--- config.mk ---
export PLATFORM = sky130hd
export DESIGN_NAME = nexys_starship_spawn_scheduler_flat
export DESIGN_NICKNAME = d
export VERILOG_FILES = /design/src/rtl/nexys_starship_pkg.sv /design/src/rtl/nexys_starship_spawn_scheduler_if.sv /design/src/rtl/nexys_starship_lfsr8.sv /design/src/rtl/nexys_starship_spawn_scheduler.sv /design/src/flat_wrapper.sv
export SDC_FILE = /design/constraint.sdc
export NUM_CORES = 1
export LEC_CHECK = 0
export BUFFER_PORTS_ARGS = -buffer_cell sky130_fd_sc_hd__clkbuf_2
export CAP_MARGIN = 20
export CORE_MARGIN = 5
export CORE_UTILIZATION = 60
export DETAILED_ROUTE_END_ITERATION = 8
export PLACE_DENSITY_LB_ADDON = 0.15
export SLEW_MARGIN = 40
export SYNTH_ARGS = -nofsm -noshare
export SYNTH_HDL_FRONTEND = slang
export SYNTH_SLANG_ARGS = --single-unit
--- constraint.sdc ---
create_clock -name Clk -period 3.15 [get_ports Clk]
set_input_delay 0.4725 -clock Clk [delete_from_list [all_inputs] [get_ports Clk]]
set_output_delay 0.4725 -clock Clk [all_outputs]
set_load 0.05 [all_outputs]
--- src/rtl/nexys_starship_pkg.sv ---
// -----------------------------------------------------------------------------
// nexys_starship_pkg
// Shared constants for the starship spawn scheduler:
//   - one-hot FSM state encoding (IDLE / RUN / OVER)
//   - LFSR seed and feedback taps (x^8 + x^6 + x^5 + x^4 + 1)
//   - counter widths for the game timer and per-monster age
// No ports; imported by the interface, the LFSR and the scheduler top.
// -----------------------------------------------------------------------------
package nexys_starship_pkg;

    localparam logic [2:0] ST_IDLE = 3'b001;
    localparam logic [2:0] ST_RUN  = 3'b010;
    localparam logic [2:0] ST_OVER = 3'b100;

    localparam logic [7:0] LFSR_SEED = 8'hA5;
    // Tap mask for a left-shifting Fibonacci LFSR: bits 7, 5, 4, 3.
    localparam logic [7:0] LFSR_TAPS = 8'hB8;

    localparam int TIMER_W = 16;
    localparam int AGE_W   = 4;

    function automatic logic [7:0] lfsr_step(input logic [7:0] q);
        return {q[6:0], ^(q & LFSR_TAPS)};
    endfunction

endpackage

--- src/rtl/nexys_starship_spawn_scheduler_if.sv ---
// -----------------------------------------------------------------------------
// nexys_starship_spawn_scheduler_if
// Bundles the scheduler's game-side signals.
//   play            game FSM -> scheduler, level, high while in PLAY
//   kill            terminals -> scheduler, per-terminal one-cycle pulses
//   monster_active  scheduler -> terminals/VGA, bit i = live monster at i
//   spawn_pulse     scheduler -> game, one-cycle pulse per successful spawn
//   game_over_req   scheduler -> game FSM, level, timeout until play drops
//   game_timer      scheduler -> display, elapsed ticks (saturating)
//   spawn_interval  scheduler -> display, ticks between spawns
// master = game/terminal side, slave = scheduler.
// -----------------------------------------------------------------------------
interface nexys_starship_spawn_scheduler_if #(
    parameter int NUM_TERM = 4
);
    logic                                   play;
    logic [NUM_TERM-1:0]                    kill;
    logic [NUM_TERM-1:0]                    monster_active;
    logic                                   spawn_pulse;
    logic                                   game_over_req;
    logic [nexys_starship_pkg::TIMER_W-1:0] game_timer;
    logic [3:0]                             spawn_interval;

    modport master (
        output play, kill,
        input  monster_active, spawn_pulse, game_over_req, game_timer, spawn_interval
    );

    modport slave (
        input  play, kill,
        output monster_active, spawn_pulse, game_over_req, game_timer, spawn_interval
    );
endinterface

--- src/rtl/nexys_starship_lfsr8.sv ---
// -----------------------------------------------------------------------------
// nexys_starship_lfsr8
// Free-running 8-bit Fibonacci LFSR (x^8 + x^6 + x^5 + x^4 + 1) used to pick
// spawn terminals. Steps every clock in every game state; the non-zero seed
// guarantees the register never reaches the all-zero lock-up state.
//   Clk    in   system clock
//   Reset  in   synchronous, active-high; loads the seed
//   q      out  current LFSR value
// -----------------------------------------------------------------------------
module nexys_starship_lfsr8
    import nexys_starship_pkg::*;
(
    input  logic       Clk,
    input  logic       Reset,
    output logic [7:0] q
);
    logic [7:0] r_q;

    // NOTE: sequential state uses non-blocking assignments so every register
    // samples the pre-edge values, regardless of statement order.
    always_ff @(posedge Clk) begin
        if (Reset) begin
            r_q <= LFSR_SEED;
        end else begin
            r_q <= lfsr_step(r_q);
        end
    end

    assign q = r_q;
endmodule

--- src/rtl/nexys_starship_spawn_scheduler.sv ---
// -----------------------------------------------------------------------------
// nexys_starship_spawn_scheduler
// Spawns monsters onto the ship's terminals while the game is in PLAY, keeps
// the game-time counter, shortens the spawn interval as the game progresses,
// ages each live monster and requests game over when one outlives TIMEOUT.
//   Clk    in   system clock
//   Reset  in   synchronous, active-high reset
//   bus    slave modport: play/kill in; monster_active, spawn_pulse,
//          game_over_req, game_timer, spawn_interval out
// Within one RUN cycle the order is: kills, then timeout check, then spawn.
// -----------------------------------------------------------------------------
module nexys_starship_spawn_scheduler
    import nexys_starship_pkg::*;
#(
    parameter int NUM_TERM    = 4,
    parameter int TICK_DIV    = 50_000_000,
    parameter int SPAWN_START = 8,
    parameter int SPAWN_MIN   = 2,
    parameter int RAMP_EVERY  = 4,
    parameter int TIMEOUT     = 5
) (
    input  logic Clk,
    input  logic Reset,
    nexys_starship_spawn_scheduler_if.slave bus
);
    localparam int IDX_W   = $clog2(NUM_TERM);
    localparam int PRESC_W = (TICK_DIV > 1) ? $clog2(TICK_DIV) : 1;

    logic [2:0]          r_state;
    logic [NUM_TERM-1:0] r_active;
    logic [AGE_W-1:0]    r_age [NUM_TERM];
    logic [PRESC_W-1:0]  r_presc;
    logic [TIMER_W-1:0]  r_timer;
    logic [3:0]          r_interval;
    logic [3:0]          r_spawn_cnt;
    logic [3:0]          r_ramp_cnt;
    logic                r_ramp_pend;
    logic                r_spawn_pulse;
    logic                r_game_over;

    logic [7:0]          w_lfsr;
    logic                w_lfsr_unused;
    logic                w_tick;
    logic [NUM_TERM-1:0] w_kill_hit;
    logic [NUM_TERM-1:0] w_live;
    logic                w_timeout;
    logic                w_spawn_due;
    logic [IDX_W-1:0]    w_cand;
    logic [IDX_W-1:0]    w_probe;
    logic [IDX_W-1:0]    w_spawn_idx;
    logic                w_found;
    logic                w_do_spawn;
    logic [NUM_TERM-1:0] w_spawn_mask;
    logic [3:0]          w_next_interval;

    nexys_starship_lfsr8 u_lfsr (
        .Clk   (Clk),
        .Reset (Reset),
        .q     (w_lfsr)
    );

    assign w_cand        = w_lfsr[IDX_W-1:0];
    assign w_lfsr_unused = ^w_lfsr[7:IDX_W];

    assign w_tick      = (r_state == ST_RUN) && (r_presc == PRESC_W'(TICK_DIV - 1));
    assign w_kill_hit  = r_active & bus.kill;
    // Survivors after this cycle's kills; kills on idle terminals fall out here.
    assign w_live      = r_active & ~bus.kill;
    assign w_spawn_due = w_tick && (r_spawn_cnt <= 4'd1);
    assign w_do_spawn  = w_spawn_due && w_found && !w_timeout;

    // A pending ramp step lands on the reload that starts the next countdown,
    // so spawn_interval always shows the interval currently being counted.
    assign w_next_interval = (r_ramp_pend && (r_interval > 4'(SPAWN_MIN)))
                           ? r_interval - 4'd1 : r_interval;

    // Timeout only counts monsters that survive this cycle's kills.
    // NOTE: every variable written in always_comb gets a default first, so no
    // path leaves it unassigned and no latch is inferred.
    always_comb begin
        w_timeout = 1'b0;
        for (int i = 0; i < NUM_TERM; i++) begin
            if (w_tick && w_live[i] && (r_age[i] == AGE_W'(TIMEOUT - 1))) begin
                w_timeout = 1'b1;
            end
        end
    end

    // First free terminal at or after the LFSR candidate, wrapping modulo
    // NUM_TERM (a power of two, so IDX_W-bit addition wraps for free).
    always_comb begin
        w_found      = 1'b0;
        w_spawn_idx  = '0;
        w_probe      = '0;
        w_spawn_mask = '0;
        for (int k = 0; k < NUM_TERM; k++) begin
            w_probe = w_cand + IDX_W'(k);
            if (!w_found && !w_live[w_probe]) begin
                w_found     = 1'b1;
                w_spawn_idx = w_probe;
            end
        end
        if (w_do_spawn) begin
            w_spawn_mask[w_spawn_idx] = 1'b1;
        end
    end

    always_ff @(posedge Clk) begin
        if (Reset) begin
            r_state       <= ST_IDLE;
            r_active      <= '0;
            r_presc       <= '0;
            r_timer       <= '0;
            r_interval    <= 4'(SPAWN_START);
            r_spawn_cnt   <= '0;
            r_ramp_cnt    <= '0;
            r_ramp_pend   <= 1'b0;
            r_spawn_pulse <= 1'b0;
            r_game_over   <= 1'b0;
            // NOTE: the age array is a handful of flops, not RAM, so it is
            // reset explicitly like any other register.
            for (int i = 0; i < NUM_TERM; i++) begin
                r_age[i] <= '0;
            end
        end else begin
            r_spawn_pulse <= 1'b0;
            case (r_state)
                ST_IDLE: begin
                    if (bus.play) begin
                        r_state     <= ST_RUN;
                        r_active    <= '0;
                        r_presc     <= '0;
                        r_timer     <= '0;
                        r_interval  <= 4'(SPAWN_START);
                        r_spawn_cnt <= 4'(SPAWN_START);
                        r_ramp_cnt  <= '0;
                        r_ramp_pend <= 1'b0;
                        for (int i = 0; i < NUM_TERM; i++) begin
                            r_age[i] <= '0;
                        end
                    end
                end

                ST_RUN: begin
                    if (!bus.play) begin
                        r_state  <= ST_IDLE;
                        r_active <= '0;
                    end else begin
                        r_active <= w_live | w_spawn_mask;
                        r_presc  <= w_tick ? '0 : r_presc + PRESC_W'(1);

                        for (int i = 0; i < NUM_TERM; i++) begin
                            if (w_kill_hit[i]) begin
                                r_age[i] <= '0;
                            end else if (w_tick && w_live[i]) begin
                                r_age[i] <= r_age[i] + AGE_W'(1);
                            end
                        end

                        if (w_tick) begin
                            if (r_timer != '1) begin
                                r_timer <= r_timer + TIMER_W'(1);
                            end
                            if (w_spawn_due) begin
                                r_spawn_cnt <= w_next_interval;
                                r_interval  <= w_next_interval;
                                r_ramp_pend <= 1'b0;
                            end else begin
                                r_spawn_cnt <= r_spawn_cnt - 4'd1;
                            end
                            if (w_timeout) begin
                                r_state     <= ST_OVER;
                                r_game_over <= 1'b1;
                            end
                        end

                        // Later assignments override the age increment and the
                        // pending-ramp clear above for the spawned terminal.
                        if (w_do_spawn) begin
                            r_age[w_spawn_idx] <= '0;
                            r_spawn_pulse      <= 1'b1;
                            if (r_ramp_cnt == 4'(RAMP_EVERY - 1)) begin
                                r_ramp_cnt  <= '0;
                                r_ramp_pend <= 1'b1;
                            end else begin
                                r_ramp_cnt <= r_ramp_cnt + 4'd1;
                            end
                        end
                    end
                end

                ST_OVER: begin
                    // Counters and monsters stay frozen for the end screen.
                    if (!bus.play) begin
                        r_state     <= ST_IDLE;
                        r_active    <= '0;
                        r_game_over <= 1'b0;
                    end
                end

                default: begin
                    r_state <= ST_IDLE;
                end
            endcase
        end
    end

    assign bus.monster_active = r_active;
    assign bus.spawn_pulse    = r_spawn_pulse;
    assign bus.game_over_req  = r_game_over;
    assign bus.game_timer     = r_timer;
    assign bus.spawn_interval = r_interval;
endmodule

--- src/flat_wrapper.sv ---
// flat-port wrapper written by rule: the top's interface ports become plain ports
module nexys_starship_spawn_scheduler_flat import nexys_starship_pkg::*;
#(
    parameter int NUM_TERM    = 4,
    parameter int TICK_DIV    = 50_000_000,
    parameter int SPAWN_START = 8,
    parameter int SPAWN_MIN   = 2,
    parameter int RAMP_EVERY  = 4,
    parameter int TIMEOUT     = 5
)
  (Clk, Reset, bus_play, bus_kill, bus_monster_active, bus_spawn_pulse, bus_game_over_req, bus_game_timer, bus_spawn_interval);
  nexys_starship_spawn_scheduler_if #(.NUM_TERM(NUM_TERM)) bus_i ();
  input  logic Clk;
  input  logic Reset;
  input wire logic [$bits(bus_i.play)-1:0] bus_play;
  input wire logic [$bits(bus_i.kill)-1:0] bus_kill;
  output wire logic [$bits(bus_i.monster_active)-1:0] bus_monster_active;
  output wire logic [$bits(bus_i.spawn_pulse)-1:0] bus_spawn_pulse;
  output wire logic [$bits(bus_i.game_over_req)-1:0] bus_game_over_req;
  output wire logic [$bits(bus_i.game_timer)-1:0] bus_game_timer;
  output wire logic [$bits(bus_i.spawn_interval)-1:0] bus_spawn_interval;
  assign bus_i.play = bus_play;
  assign bus_i.kill = bus_kill;
  assign bus_monster_active = bus_i.monster_active;
  assign bus_spawn_pulse = bus_i.spawn_pulse;
  assign bus_game_over_req = bus_i.game_over_req;
  assign bus_game_timer = bus_i.game_timer;
  assign bus_spawn_interval = bus_i.spawn_interval;
  nexys_starship_spawn_scheduler #(.NUM_TERM(NUM_TERM), .TICK_DIV(TICK_DIV), .SPAWN_START(SPAWN_START), .SPAWN_MIN(SPAWN_MIN), .RAMP_EVERY(RAMP_EVERY), .TIMEOUT(TIMEOUT)) u_core (.Clk(Clk), .Reset(Reset), .bus(bus_i));
endmodule
[Word-level counts from Yosys, hierarchy flattened]
Memory sizes are Yosys's and may differ from the RTL's.
Index checks and enable logic that the tools add are counted.
Word-level totals
  bits in writable memories: 16
  memories: 1
  bits of input ports: 7
  register bits after elaboration: 72
  logic and storage cells: 238
  output and inout bits: 26
Operators by class
  $add $sub $neg: 12
  order comparisons: 8
  mux-type cells: 135
  bitwise gates (word level): 16
  eq/ne operators: 20
  reduce and logical (&&, ||, !) cells: 35
Memories
  u_core.r_age: words 4, bits a word 4, rd ports 4, clocked after Yosys merged registers in 0, write ports 5, RTL line nexys_starship_spawn_scheduler.sv:31  | logic [AGE_W-1:0] r_age [NUM_TERM];
Operator list (number)
  4-bit 2-to-1 mux: 27
  1-bit 2-to-1 mux: 78
  26-bit 2-to-1 mux: 3
  16-bit 2-to-1 mux: 4
  26-bit one-hot mux with 2 select lines: 1
  16-bit one-hot mux with 2 select lines: 1
  26-bit by 1-bit adder with 26-bit output (second input constant): 1
  26-bit equality test (second input constant): 1
  4-bit one-hot mux with 2 select lines: 3
  4-bit by 1-bit adder with 4-bit output (second input constant): 5
  1-bit logical AND: 17
  16-bit by 1-bit adder with 16-bit output (second input constant): 1
  4-bit by 3-bit equality test with 1-bit output (second input constant): 4
  16-bit != test (second input constant): 1
  2-bit by 3-bit < comparator with 1-bit output (second input constant): 5
  3-bit 2-to-1 mux: 5
  5-bit AND reduction: 3
  1-bit bitwise OR: 12
  4-bit one-hot mux with 3 select lines: 1
  4-bit AND reduction: 3
  3-bit one-hot mux with 3 select lines: 1
  4-bit bitwise AND: 2
  1-bit binary-select mux with 2-bit select: 4
  2-bit 2-to-1 mux: 4
  22 further kinds: 39

[Logic depth before layout (Yosys ltp)]
  depth in word-level cells: 21
  depth in mapped cells: 9
  gate-level depth less buffers: 9

[Cells and area by module]
From an unflattened synthesis, not the netlist that was laid out.
Unflattened totals
  cell total of the unflattened synthesis: 575
  area total of the unflattened synthesis: 4664.5 µm²
By module, submodules not included
  nexys_starship_spawn_scheduler: cells an instance 556, seq. area each 1601.5 µm², area an instance 4428.0 µm², times used 1
  nexys_starship_lfsr8: cells an instance 19, seq. area each 160.2 µm², area an instance 236.5 µm², times used 1

[Least setup slack after synthesis]
Ideal clock, no wire load.
  kind: register to register
  from: reg u_core.r_active[3], in the netlist u_core.bus.monster_active[3]
  to: mem u_core.r_age[3][0]
  arrival time: 2508 ps
  clock period less this slack: 2623 ps
  setup time: 115 ps
  slack: 527 ps
  cell stages (with the launch flop): 9
  path buffers: 1
  cells stage by stage: dfxtp_1 -> nand2b_1 -> clkbuf_1 -> nor3_1 -> a41oi_1 -> o211ai_1 -> or4_4 -> or4_4 -> and2_1
RTL lines
  start: declaration: RTL line nexys_starship_spawn_scheduler.sv:30  | logic [NUM_TERM-1:0] r_active;
  start signal: assignment: RTL line nexys_starship_spawn_scheduler.sv:149  | r_active <= w_live | w_spawn_mask;
  end: declaration: RTL line nexys_starship_spawn_scheduler.sv:31

==> summary.txt <==
Status -> finished clean
R2R Path End -> u_core.r_age[3][1]
Buffers plus inverters on the worst setup path -> 0
Share of the synthesized netlist area taken by xor and xnor gates -> 0.0832
P&R area growth vs syn -> 12.0%
Number of CTS-inserted buffers -> 9
Hold path startpoint -> u_core.u_lfsr.q[6]
Count of cells resized by post-cts repair -> 0
Critical Path Fanout Max -> 6
Routed Antenna Nets -> 0
Effective utilization at floorplan -> 0.621
Layout cells sized above 1 -> 0.121
Total of buffers placed on input and output ports -> 32
Post-Synth Simple-Gate Area -> 0.309
Leakage -> 1.97 nW
Global-route usage over all layers -> 0.223
Share of the synthesized area in compound gates (AO/OA/AOI/OAI) -> 0.137
Routed wire length -> 10.6 mm
Diode count -> 0
CTS tree -> built
Post-detailed-route wirelength per cell -> 15.0 um
Critical Setup Path Class -> flip-flop to flip-flop
TNS Setup -> 0 ns
Final count of hold timing violations -> 0
Critical Path Slowest Stage Cell -> or4_4
Synth Cell Area -> 0.00453 mm^2
Type of the worst min-delay path -> flip-flop to flip-flop
Kind of launch point of the worst setup path -> flip-flop
Number of slew-limit violations in the final report -> 0
Sequential area share after synthesis -> 0.389
Endpoint required time on the critical path -> 3.41 ns
Logic depth of the worst register-to-register path -> 6
Worst-path cell chain -> or4b_4 > nor4_4 > nand4_2 > or4_4 > or4_4 > and2_1
DRC violation count after routing -> 0
Clock-pin slew on the worst setup and hold paths -> 0.09 ns
Number of nets in the synthesized netlist -> 585
Max rail drop VDD -> 0.285 mV
Overall power consumption -> 0.00220 W
Largest net degree at the start of global routing -> 27
Top Family by Delay on Critical Path -> simple AND/OR/NAND/NOR gates
Clock period minus final worst setup slack -> 2.79 ns
Post-synthesis average cell area -> 8.04 um^2
Max incr delay on CP -> 0.58 ns
Most frequent cell after synthesis -> dfxtp_1
Number of buffers on the longest clock path -> 2
Vert. Die Dim -> 96.9 um
CTS H-Tree Depth -> 3
Total congestion overflow -> 0
Wire length of the first global-routing pass -> 17.7 mm
Hold EP -> u_core.u_lfsr.q[7]
Max Cap Viol -> 0
Top area cells in the synthesized netlist -> dfxtp_1 39%, nor2_1 6.6%, xor2_1 5.8%, nand2_1 4.4%, ha_1 4.1%
Total via count in the routed design -> 4,113
Post-route non-filler standard cell count -> 704
Total of hold buffers inserted after clock tree synthesis -> 0
Final weighted congestion in routability-driven placement -> 0.862
Core area -> 0.00729 mm^2
Worst Tran Pin Value -> 0.600 ns
Cell count along the critical path -> 6
Clock sink total -> 88
Kind of end point of the critical path -> flip-flop
Setup slack of the most critical reg-to-reg path -> 0.36 ns
Final setup violating endpoints -> 0
Die ar. -> 0.00938 mm^2
Number of rows in the core area -> 31
Clock latency on the worst-skew pair -> 0.36 ns
Count of different cell masters after synthesis -> 56
Filler cells -> 623
Setup Fix Bufs, Post-CTS -> 0
Area share of the leading cell type in the synthesized netlist -> 0.389
Number of nets in the finished design -> 623
Top metal layer carrying routed signals -> met4
Most frequently used flop master after synthesis -> dfxtp_1
Number of detailed-routing iterations run before antenna repair -> 5
Post-Syn Instances -> 563
Launching point of the worst reg2reg path -> u_core.r_presc[9]
Vias in the first global route -> 3,705
Power per Cell Area -> 435 mW/mm^2
Adder and majority gate portion of the synthesized area -> 0.0415
Root buffer cell -> clkbuf_8
Share of the clock period used by the worst path -> 0.885
Fraction of synthesized area in multiplexers -> 0.00442
DR WL met3 -> 781 um
Max transition margin -> 0.597
Synth area leader -> dfxtp_1
Layout Skew -> 0.00839 ns
Number of DRC markers after the initial detailed-route iteration -> 272
Detail-routed via count per cell -> 5.84
Number of synthesized flops with an enable pin -> 0
Hold path cells -> 1
Main combinational cell family by area after synthesis -> simple AND/OR/NAND/NOR gates
Top cell by count, worst path -> or4_4
Chip Width -> 96.9 um
RSZ-0062 raised after global routing -> false
I/O pin total -> 33
# placed instances -> 689
Max Clk Rate -> 359 MHz
Number of antenna violations at the first check in global routing -> 0
YS warnings -> 0
Worst endpoint data arrival time -> 3.04 ns
Async set-or-reset flop fraction in the synthesized netlist -> 0
Leading post-synthesis cells by instance count -> 88 x dfxtp_1, 80 x nor2_1, 53 x nand2_1
Wire length on met1 -> 4.91 mm
Number of flip-flops and latches in the synthesized netlist -> 88
Detailed-placement wirelength estimate -> 7.72 mm
Met2 Routed Length -> 4.75 mm
Worst hold margin -> 0.431 ns
-- layer usage --
layer  vias up  track usage
li1       2033            -
met1      1902        0.316
met2       166        0.334
met3        12       0.0432
met4         0       0.0853
met5         -            0
-- flip-flops by register name, indices dropped and copies added, names as in the netlist --
register,count
u_core.r_presc,26
u_core.bus.game_timer,16
u_core.r_age,16
u_core.u_lfsr.q,8
u_core.bus.monster_active,4
u_core.bus.spawn_interval,4
u_core.r_ramp_cnt,4
u_core.r_spawn_cnt,4
u_core.r_state,3
u_core.bus.game_over_req,1
u_core.bus.spawn_pulse,1
u_core.r_ramp_pend,1
-- metrics by stage --
step | utilization | worst slack, ns | instance area [um^2]
3_5_place_dp | 0.662 | 0.369 | 4830
5_1_grt | 0.695 | 0.266 | 5070
2_1_floorplan | - | 0.527 | 4530
3_3_place_gp | 0.662 | 0.455 | 4830
4_1_cts | 0.695 | 0.378 | 5060
6_report | 0.695 | 0.363 | 5070
-- layout by cell type, fill, tap and decap left out, types with 9 or more instances in the layout --
cell	n
ha_1	15
and3_1	13
xor2_1	30
nand4_1	12
nand2_1	53
and2_1	9
buf_4	11
o21ai_0	33
xnor2_1	13
nor2_1	80
inv_1	27
a21oi_1	32
clkbuf_8	9
dfxtp_1	88
clkbuf_2	32
nand2b_1	9
nor2b_1	13
nor3_1	12
nand3_1	31
-- how the worst max path moves through the flow --
stage                                            start  slack (ns)            endpoint
after floorplan           u_core.bus.monster_active[3]        0.53  u_core.r_age[3][0]
after global placement               u_core.r_presc[9]        0.46  u_core.r_age[3][1]
after detailed placement                   bus_kill[3]        0.37  u_core.r_age[3][1]
after CTS                            u_core.r_presc[9]        0.38  u_core.r_age[3][1]
after global routing                 u_core.r_presc[9]        0.27  u_core.r_age[3][1]
final                                u_core.r_presc[9]        0.36  u_core.r_age[3][1]
-- logic make-up after synthesis --
kind of cell / after synthesis
adders and majority gates: 15
DFF: 88
AOI/OAI and AO/OA: 102
and+or+nand+nor: 270
muxes: 2
buffers and inverters: 43
xor gates and xnor gates: 43
-- area by class of cell --
class                           instances  area, um^2  share of cell area
Sequential cell                        88        1760               0.347
Inverter                               27         101              0.0200
Clock buffer                           10         128              0.0252
Multi-Input combinational cell        432        2610               0.514
Timing Repair Buffer                   43         243              0.0479
Clock inverter                          5         106              0.0210
Tap cell                               99         124              0.0244
-- power breakdown --
| part | internal [W] | total [W] | leakage [nW] | switching (W) |
|---|---|---|---|---|
| registers | 0.00113 | 0.00114 | 0.712 | 0.0000162 |
| clock network | 0.000524 | 0.000920 | 0.113 | 0.000396 |
| logic | 0.0000508 | 0.000141 | 1.14 | 0.0000898 |
| total | 0.00170 | 0.00220 | 1.97 | 0.000503 |
No activity file was read; power rests on OpenSTA's default activity.
